--- src/rtl/filter_phase_block_watchdog.sv ---
// Recovery sequencer for the filter_phase core: watches the deadlock monitor and resets/drains the core on a stall.
// Latency: outputs are registered; core_rst/in_hold rise the cycle after the TIMEOUT_CYCLES-th consecutive block sample.
// Backpressure: in_hold gates upstream tvalid for the whole reset+drain window and while faulted.
module filter_phase_block_watchdog #(
    parameter int TIMEOUT_CYCLES = 1024,
    parameter int RESET_CYCLES   = 16,
    parameter int DRAIN_CYCLES   = 64,
    parameter int MAX_RETRIES    = 3
) (
    input  logic       clock,
    input  logic       reset,
    input  logic       enable,
    input  logic       block,
    input  logic [3:0] axis_block_info,
    input  logic       clear_fault,
    output logic       core_rst,
    output logic       in_hold,
    output logic       fault,
    output logic [2:0] state,
    output logic [7:0] recover_count,
    output logic [3:0] last_info
);

    // One shared phase counter serves WATCH, RECOVER and DRAIN, so size it for the largest.
    localparam int MAX_TR = (TIMEOUT_CYCLES > RESET_CYCLES) ? TIMEOUT_CYCLES : RESET_CYCLES;
    localparam int MAXC   = (MAX_TR > DRAIN_CYCLES) ? MAX_TR : DRAIN_CYCLES;
    localparam int CW     = $clog2(MAXC + 1);
    localparam int RW     = $clog2(MAX_RETRIES + 1);

    localparam logic [CW-1:0] T_LAST = CW'(TIMEOUT_CYCLES - 1);
    localparam logic [CW-1:0] T_FULL = CW'(TIMEOUT_CYCLES);
    localparam logic [CW-1:0] R_LAST = CW'(RESET_CYCLES - 1);
    localparam logic [CW-1:0] D_LAST = CW'(DRAIN_CYCLES - 1);
    localparam logic [RW-1:0] R_MAX  = RW'(MAX_RETRIES);

    localparam logic [2:0] S_IDLE    = 3'd0;
    localparam logic [2:0] S_ARMED   = 3'd1;
    localparam logic [2:0] S_WATCH   = 3'd2;
    localparam logic [2:0] S_RECOVER = 3'd3;
    localparam logic [2:0] S_DRAIN   = 3'd4;
    localparam logic [2:0] S_FAULT   = 3'd5;

    logic [2:0]    state_q, state_d;
    logic [CW-1:0] cnt_q, cnt_d;
    logic [CW-1:0] clean_q, clean_d;
    logic [RW-1:0] retry_q, retry_d;
    logic [7:0]    rc_q, rc_d;
    logic [3:0]    info_q, info_d;
    logic          core_rst_q, core_rst_d;
    logic          in_hold_q, in_hold_d;
    logic          fault_q, fault_d;

    // Next-state, counters and status capture; outputs are decoded from the next state so they register with it.
    always_comb begin
        state_d = state_q;
        cnt_d   = cnt_q;
        clean_d = clean_q;
        retry_d = retry_q;
        rc_d    = rc_q;
        info_d  = info_q;
        case (state_q)
            S_IDLE: begin
                if (enable) begin
                    state_d = S_ARMED;
                    cnt_d   = '0;
                    clean_d = '0;
                end
            end
            S_ARMED: begin
                if (!enable) begin
                    state_d = S_IDLE;
                    clean_d = '0;
                end else if (block) begin
                    // The ARMED edge is the first of the consecutive block samples.
                    state_d = S_WATCH;
                    cnt_d   = CW'(1);
                    clean_d = '0;
                end else begin
                    if (clean_q != T_FULL) begin
                        clean_d = clean_q + CW'(1);
                    end
                    if (clean_q >= T_LAST) begin
                        retry_d = '0;
                    end
                end
            end
            S_WATCH: begin
                // enable drop wins over a timeout on the same edge.
                if (!enable) begin
                    state_d = S_IDLE;
                    cnt_d   = '0;
                end else if (!block) begin
                    state_d = S_ARMED;
                    cnt_d   = '0;
                    clean_d = '0;
                end else if (cnt_q == T_LAST) begin
                    info_d = axis_block_info;
                    cnt_d  = '0;
                    if (retry_q < R_MAX) begin
                        state_d = S_RECOVER;
                        retry_d = retry_q + RW'(1);
                        if (rc_q != 8'hFF) begin
                            rc_d = rc_q + 8'd1;
                        end
                    end else begin
                        state_d = S_FAULT;
                    end
                end else begin
                    cnt_d = cnt_q + CW'(1);
                end
            end
            S_RECOVER: begin
                if (cnt_q == R_LAST) begin
                    state_d = S_DRAIN;
                    cnt_d   = '0;
                end else begin
                    cnt_d = cnt_q + CW'(1);
                end
            end
            S_DRAIN: begin
                if (cnt_q == D_LAST) begin
                    state_d = enable ? S_ARMED : S_IDLE;
                    cnt_d   = '0;
                    clean_d = '0;
                end else begin
                    cnt_d = cnt_q + CW'(1);
                end
            end
            S_FAULT: begin
                if (clear_fault) begin
                    state_d = S_DRAIN;
                    cnt_d   = '0;
                    retry_d = '0;
                end
            end
            default: begin
                state_d = S_IDLE;
                cnt_d   = '0;
            end
        endcase
        core_rst_d = (state_d == S_RECOVER) || (state_d == S_FAULT);
        in_hold_d  = (state_d == S_RECOVER) || (state_d == S_DRAIN) || (state_d == S_FAULT);
        fault_d    = (state_d == S_FAULT);
    end

    // State, counter and output registers with synchronous reset.
    always_ff @(posedge clock) begin
        if (reset) begin
            state_q    <= S_IDLE;
            cnt_q      <= '0;
            clean_q    <= '0;
            retry_q    <= '0;
            rc_q       <= '0;
            info_q     <= '0;
            core_rst_q <= 1'b0;
            in_hold_q  <= 1'b0;
            fault_q    <= 1'b0;
        end else begin
            state_q    <= state_d;
            cnt_q      <= cnt_d;
            clean_q    <= clean_d;
            retry_q    <= retry_d;
            rc_q       <= rc_d;
            info_q     <= info_d;
            core_rst_q <= core_rst_d;
            in_hold_q  <= in_hold_d;
            fault_q    <= fault_d;
        end
    end

    assign state         = state_q;
    assign core_rst      = core_rst_q;
    assign in_hold       = in_hold_q;
    assign fault         = fault_q;
    assign recover_count = rc_q;
    assign last_info     = info_q;

endmodule

--- config.mk ---
export PLATFORM = sky130hd
export DESIGN_NAME = filter_phase_block_watchdog
export DESIGN_NICKNAME = d
export VERILOG_FILES = /design/src/rtl/filter_phase_block_watchdog.sv
export SDC_FILE = /design/constraint.sdc
export NUM_CORES = 1
export LEC_CHECK = 0
export ABC_AREA = 1
export BUFFER_PORTS_ARGS = -buffer_cell sky130_fd_sc_hd__buf_2
export CAP_MARGIN = 15
export CORE_ASPECT_RATIO = 1.5
export CORE_MARGIN = 1
export CORE_UTILIZATION = 42
export CTS_BUF_LIST = sky130_fd_sc_hd__clkbuf_4
export DETAILED_ROUTE_END_ITERATION = 7
export PLACE_DENSITY = 0.6
export SYNTH_ARGS = -nofsm -noshare
export SYNTH_HDL_FRONTEND = slang
export SYNTH_SLANG_ARGS = --single-unit
--- constraint.sdc ---
create_clock -name clock -period 1.42 [get_ports clock]
set_input_delay 0.071 -clock clock [delete_from_list [all_inputs] [get_ports clock]]
set_output_delay 0.071 -clock clock [all_outputs]
set_load 0.01 [all_outputs]
# After elaboration in Yosys (flattened, before gate mapping)
# Index checks and enable logic that the tools add are counted.
dict set report totals {
  regBits 42
  input_bits 9
  out_inout_bits 18
  elab_cells 90
}
dict set report op_classes {
  addsub 4
  magnitude_cmp 2
  eq_ne 26
  n_mux 38
  n_reduce_logical 11
}
# op count
set op_table {}
lappend op_table {{$mux W11} 15}
lappend op_table {{$pmux W11 S6} 1}
lappend op_table {{$pmux W11 S4} 1}
lappend op_table {{$mux W3} 10}
lappend op_table {{$ne A2 B2 Y1 const B} 12}
lappend op_table {{$add A11 B1 Y11 const B} 2}
lappend op_table {{$pmux W3 S6} 1}
lappend op_table {{$mux W2} 8}
lappend op_table {{$eq A3 B3 Y1 const B} 4}
lappend op_table {{$reduce_and A6 Y1} 2}
lappend op_table {{$eq A11 B10 Y1 const B} 1}
lappend op_table {{$eq A11 B4 Y1 const B} 1}
lappend op_table {{$eq A11 B6 Y1 const B} 1}
lappend op_table {{$ge A11 B10 Y1 const B} 1}
lappend op_table {{$ne A11 B11 Y1 const B} 1}
lappend op_table {{$eq A3 B2 Y1 const B} 3}
lappend op_table {{$reduce_and A9 Y1} 1}
lappend op_table {{$add A8 B1 Y8 const B} 1}
lappend op_table {{$ne A8 B8 Y1 const B} 1}
lappend op_table {{$reduce_and A4 Y1} 2}
lappend op_table {{$pmux W2 S3} 1}
lappend op_table {{$ne A4 B4 Y1 const B} 1}
lappend op_table {{$reduce_bool A4 Y1} 1}
lappend op_table {{$eq A3 B1 Y1 const B} 1}
lappend op_table {{other kinds (6)} 8}

# Logic depth before layout (Yosys ltp)
dict set report logic_depth {
  depth_word 9
  depth_mapped 12
  mapped_depth_nobuf 12
}

# Worst setup path after synthesis
# Ideal clock, no wire load.
dict set report synth_timing {
  path_type {register to register}
  start {register cnt_q[0]}
  end {register cnt_q[2]}
  setup_ns 0.116
  arrival_ns 1.425
  required_time_ns 1.304
  slack_ns -0.121
  path_stages_with_launch 11
  path_buffers 0
  synth_period_minus_slack_ns 1.541
  path_cell_list {dfxtp_1 -> ha_1 -> inv_2 -> nor2_4 -> nand3_1 -> nand2_2 -> o211ai_2 -> nor2_2 -> inv_2 -> nand2_1 -> nor2_1}
}
dict set report synth_between {
  elab_chain_len 5
  elab_cells_between_ends 10
  classes_between {add/sub: 1; eq/ne: 3; mux: 6}
}
# element line_no
set synth_rtl {}
lappend synth_rtl {{start: declaration} 44} ;# logic [CW-1:0] cnt_q, cnt_d;
lappend synth_rtl {{start signal: assignment} 160} ;# cnt_q <= cnt_d;
lappend synth_rtl {{$add A11 B1 Y11 or $eq A11 B10 Y1 (tied branches)} n/a}
lappend synth_rtl {{$mux W11} 96} ;# end else if (cnt_q == T_LAST) begin
lappend synth_rtl {{$mux W11} 92} ;# end else if (!block) begin
lappend synth_rtl {{$mux W11} 89} ;# if (!enable) begin
lappend synth_rtl {{$pmux W11 S6 (*)} 61} ;# case (state_q)
# Mark *: on every way between the ends. The rest lies on a longest branch, timed or not.
# A chain may end at the register's enable or synchronous reset.

# Worst setup path in the final report
dict set report layout_timing {
  start {register cnt_q[0]}
  end {register cnt_q[7]}
}
# Same word-level chain as after synthesis.

==> metrics.txt <==
# TYPE chip_impl_metric gauge
chip_impl_info{name="outcome",value="finished with violations"} 1
chip_impl_info{name="violations",value="negative setup slack"} 1
chip_impl_metric{name="dieArea",unit="um2"} 6504
chip_impl_info{name="clk_root_buffer_cell",value="sky130_fd_sc_hd__clkbuf_4"} 1
chip_impl_metric{name="yosysTopAreaCellShare",unit=""} 0.3240
chip_impl_metric{name="power-per-cell-area",unit="nW/um2"} 633.4
chip_impl_info{name="timing.rr.start",value="cnt_q[0]"} 1
chip_impl_metric{name="ys_seq_area_frac",unit=""} 0.3240
chip_impl_metric{name="synth.avg_cell_area",unit="um2"} 6.671
chip_impl_metric{name="syn_nets",unit=""} 403
chip_impl_metric{name="coreArea",unit="um2"} 5871
chip_impl_metric{name="vias_in_the_first_global_route",unit=""} 2741
chip_impl_metric{name="required_time_at_the_endpoint_of_the_critical_path",unit="ps"} 1710
chip_impl_metric{name="chipWidth",unit="um"} 66.18
chip_impl_metric{name="worstHoldPathCells",unit=""} 3
chip_impl_metric{name="synth_warnings",unit=""} 0
chip_impl_metric{name="critical_path_arrival",unit="ps"} 1870
chip_impl_metric{name="synthesis.area",unit="um2"} 2595
chip_impl_metric{name="effective_utilization_at_floorplan",unit=""} 0.4420
chip_impl_metric{name="number_of_placement_rows",unit=""} 34
chip_impl_metric{name="placedCellCount",unit=""} 548
chip_impl_metric{name="finalNetCount",unit=""} 512
chip_impl_metric{name="final.setup_skew",unit="ps"} 15.42
chip_impl_metric{name="cts.htree.levels",unit=""} 2
chip_impl_info{name="startpoint_of_the_lowest_slack_hold_path",value="enable"} 1
chip_impl_metric{name="detailed_place_hpwl",unit="mm"} 5.528
chip_impl_metric{name="path_max_fanout",unit=""} 6
chip_impl_metric{name="max_cap_violations",unit=""} 0
chip_impl_metric{name="dieHeight",unit="um"} 98.27
chip_impl_info{name="critical_path.endpoint_type",value="flop"} 1
chip_impl_metric{name="max_clk_rate",unit="MHz"} 635.7
chip_impl_metric{name="detailedRoute.firstPassIterationCount",unit=""} 4
chip_impl_metric{name="finalMaxSlewViolations",unit=""} 0
chip_impl_metric{name="via_per_inst",unit=""} 4.896
chip_impl_info{name="tritoncts",value="done"} 1
chip_impl_metric{name="postLayoutSetupSlackWorst",unit="ps"} -153.2
chip_impl_metric{name="p_leak",unit="uW"} 0.001683
chip_impl_metric{name="route.final.wire_length",unit="mm"} 7.155
chip_impl_info{name="synth_flop_cell",value="sky130_fd_sc_hd__dfxtp_1"} 1
chip_impl_metric{name="postSynth.asyncResetShare",unit=""} 0
chip_impl_metric{name="setup.reg_to_reg.worst_slack",unit="ps"} -150
chip_impl_metric{name="ir_drop",unit="mV"} 0.5210
chip_impl_metric{name="vias_post_dr",unit=""} 2791
chip_impl_metric{name="gp_congestion",unit=""} 0.8741
chip_impl_metric{name="cts_sinks",unit=""} 42
chip_impl_metric{name="layout.filler_cells",unit=""} 563
chip_impl_metric{name="number_of_drc_violations_after_detailed_routing_iteration_0",unit=""} 85
chip_impl_info{name="worstReg2RegEnd",value="cnt_q[7]"} 1
chip_impl_metric{name="cpPeakStageDelay",unit="ps"} 360
chip_impl_info{name="slowest_stage",value="sky130_fd_sc_hd__dfxtp_2"} 1
chip_impl_metric{name="syn_inst",unit=""} 389
chip_impl_metric{name="antenna_violating_nets_post_route",unit=""} 0
chip_impl_info{name="min_to",value="clean_q[8]"} 1
chip_impl_metric{name="synth-seq-cells",unit=""} 42
chip_impl_info{name="yosys-top-cells-area",value="sky130_fd_sc_hd__dfxtp_1, sky130_fd_sc_hd__nand2_1, sky130_fd_sc_hd__nor2_1"} 1
chip_impl_metric{name="tot_pwr",unit="uW"} 2324
chip_impl_metric{name="post_synth_num_cell_types",unit=""} 37
chip_impl_info{name="rsz0062_at_grt",value="yes"} 1
chip_impl_metric{name="finalHoldViolCount",unit=""} 0
chip_impl_metric{name="number_of_enable_type_register_cells_in_the_synthesized_netlist",unit=""} 0
chip_impl_metric{name="drive_gt1_frac",unit=""} 0.3675
chip_impl_metric{name="grt_start_max_net_pins",unit=""} 19
chip_impl_info{name="worstPathCellList",value="ha_4 -> inv_4 -> nor2_4 -> nand3_4 -> clkinv_1 -> o211ai_2 -> buf_4 -> nand3b_1 -> a21oi_1"} 1
chip_impl_metric{name="worstRegToRegCells",unit=""} 9
chip_impl_metric{name="placement.io_buffers",unit=""} 26
chip_impl_metric{name="timing.final.crit_share",unit=""} 1.108
chip_impl_metric{name="tritoncts.num_buffers",unit=""} 5
chip_impl_metric{name="grt_usage",unit=""} 0.2324
chip_impl_metric{name="clkLatencyLatePin",unit="ps"} 360
chip_impl_info{name="cp-start-kind",value="flop"} 1
chip_impl_metric{name="setup-violations-final",unit=""} 41
chip_impl_metric{name="post_dr_wirelength_cell",unit="um"} 12.55
chip_impl_metric{name="n_antenna_cell",unit=""} 0
chip_impl_metric{name="clockBufferDepth",unit=""} 2
chip_impl_metric{name="layout-area-overhead-vs-synth",unit="%"} 41.37
chip_impl_metric{name="route.detailed.drc",unit=""} 0
chip_impl_info{name="worst_hold_path_type",value="in2reg"} 1
chip_impl_metric{name="max_slew_margin",unit=""} 0.7679
chip_impl_metric{name="io-pin-count",unit=""} 27
chip_impl_metric{name="final_standard_cell_count_with_taps_included_and_fillers_excluded",unit=""} 570
chip_impl_info{name="setup.worst_path.class",value="reg2reg"} 1
chip_impl_metric{name="grt_first_pass_wirelength",unit="mm"} 11.68
chip_impl_metric{name="post-route-min-period",unit="ps"} 1573
chip_impl_metric{name="clkSlewWorstSetupHoldPaths",unit="ps"} 120
chip_impl_info{name="netlist.top_cell.by_area",value="sky130_fd_sc_hd__dfxtp_1"} 1
chip_impl_metric{name="antenna_found_initial",unit=""} 0
chip_impl_metric{name="grt_overflow",unit=""} 0
chip_impl_metric{name="worst-slew-pin-transition",unit="ps"} 345.4
## timing repair
| item | CTS | global route |
|---|---|---|
| endpoints found under the hold margin | 4 | 0 |
| buffers inserted | 3 | 9 |
| gates resized for setup | 17 | 23 |
| endpoints found under the setup margin | 40 | 42 |
| pin swaps | 6 | 18 |
| hold buffers | 4 | 0 |
## synth_stat cells (2+ instances only)
master	count
sky130_fd_sc_hd__nand2_1	76
sky130_fd_sc_hd__nor2_1	60
sky130_fd_sc_hd__dfxtp_1	42
sky130_fd_sc_hd__inv_1	42
sky130_fd_sc_hd__nand3_1	30
sky130_fd_sc_hd__a21oi_1	29
sky130_fd_sc_hd__nor3_1	13
sky130_fd_sc_hd__inv_2	11
sky130_fd_sc_hd__o21ai_1	11
sky130_fd_sc_hd__nand4_1	10
sky130_fd_sc_hd__xor2_1	8
sky130_fd_sc_hd__nand2_2	7
sky130_fd_sc_hd__o21ai_0	6
sky130_fd_sc_hd__ha_1	5
sky130_fd_sc_hd__nand3_4	4
sky130_fd_sc_hd__nor2_2	4
sky130_fd_sc_hd__nor2_4	4
sky130_fd_sc_hd__clkbuf_1	3
sky130_fd_sc_hd__buf_2	2
sky130_fd_sc_hd__buf_6	2
sky130_fd_sc_hd__clkinv_1	2
sky130_fd_sc_hd__nand2_4	2
sky130_fd_sc_hd__xnor2_1	2
## flip-flops by register name, summed over array words and instances, names as in the netlist
signal	count
clean_q	11
cnt_q	11
core_rst	1
fault	1
in_hold	1
last_info	4
recover_count	8
retry_q	2
state	3
## power by group
group	switching (uW)	internal, uW	total (uW)
Combinational	197	164	360
Sequential	15.6	1190	1210
Clock	399	356	756
## final cells by class
class / instances / area [um2] / share of cell area
clock buffer: 5 / 37.54 / 0.01023
inverter: 57 / 231.5 / 0.06310
sequential: 42 / 853.3 / 0.2326
timing repair buffer: 109 / 794.5 / 0.2166
multi-input combinational: 283 / 1628 / 0.4437
clock inverter: 2 / 33.78 / 0.009209
tap: 72 / 90.09 / 0.02456
## worst max-delay path by stage
stage                   from          to  slack, ps  cells past startpoint
floorplan           cnt_q[1]    cnt_q[2]        -50                     10
global placement    cnt_q[1]    cnt_q[2]       -110                     10
detailed placement  cnt_q[1]    cnt_q[6]       -160                     10
CTS                 cnt_q[1]    cnt_q[6]       -150                     10
global route        cnt_q[0]  retry_q[1]       -270                     11
finish              cnt_q[0]    cnt_q[7]       -150                      9
## worst max-delay path, delay by kind of cell (launching register included)
| kind | cells | cell delay (ps) |
|---|---|---|
| flops | 1 | 360 |
| buf+inv | 3 | 360 |
| compound gates | 2 | 350 |
| simple gates | 3 | 280 |
| fa+ha+maj | 1 | 170 |
## metrics by stage
step	worst slack, ps	hold WS (ps)	cell area, um2	util	TNS, ps
6_report	-153.2	89.62	3669	0.6249	-4064
3_5_place_dp	-164.2	303.1	3333	0.5678	-3627
5_1_grt	-269.7	76.41	3669	0.6249	-8197
2_1_floorplan	-54.91	205.9	2634	-	-252.9
4_1_cts	-152.5	74.36	3531	0.6014	-3500
3_3_place_gp	-110.9	291.9	3333	0.5678	-2074
## layout by cell type (no fill, tap or decap), types with 5 or more instances in the layout
| cell type | instances |
|---|---|
| sky130_fd_sc_hd__xor2_1 | 8 |
| sky130_fd_sc_hd__buf_4 | 73 |
| sky130_fd_sc_hd__nand2_4 | 5 |
| sky130_fd_sc_hd__nand2_2 | 12 |
| sky130_fd_sc_hd__nor2_2 | 7 |
| sky130_fd_sc_hd__nand3_4 | 5 |
| sky130_fd_sc_hd__nor2_1 | 55 |
| sky130_fd_sc_hd__nand4_1 | 10 |
| sky130_fd_sc_hd__nor2_4 | 6 |
| sky130_fd_sc_hd__o21ai_0 | 6 |
| sky130_fd_sc_hd__inv_2 | 7 |
| sky130_fd_sc_hd__nand2_1 | 68 |
| sky130_fd_sc_hd__buf_6 | 5 |
| sky130_fd_sc_hd__nand3_1 | 28 |
| sky130_fd_sc_hd__inv_4 | 5 |
| sky130_fd_sc_hd__inv_1 | 42 |
| sky130_fd_sc_hd__o21ai_1 | 9 |
| sky130_fd_sc_hd__nor3_2 | 5 |
| sky130_fd_sc_hd__a21oi_1 | 26 |
| sky130_fd_sc_hd__clkbuf_4 | 5 |
| sky130_fd_sc_hd__nor3_1 | 9 |
| sky130_fd_sc_hd__buf_2 | 26 |
| sky130_fd_sc_hd__dfxtp_1 | 36 |
## routing by layer
metal	vias up	share of wire	wire, um	GRT usage
met3	14	0.017	124	0.03037
met2	42	0.56	3996	0.4545
met5	-	0	0	0
met4	0	0.026	189	0.1015
met1	1273	0.40	2843	0.2308
li1	1462	-	-	-
## kinds of logic after synthesis
kind of cell / synth area share
XOR/XNOR: 0.03375
adder cells (fa/ha/maj): 0.02411
buffers and inverters: 0.1022
flip-flops: 0.3240
AND/OR/NAND/NOR: 0.4089
AO/OA/AOI/OAI: 0.1070
Note: power is estimated with default switching activity, not from simulation.
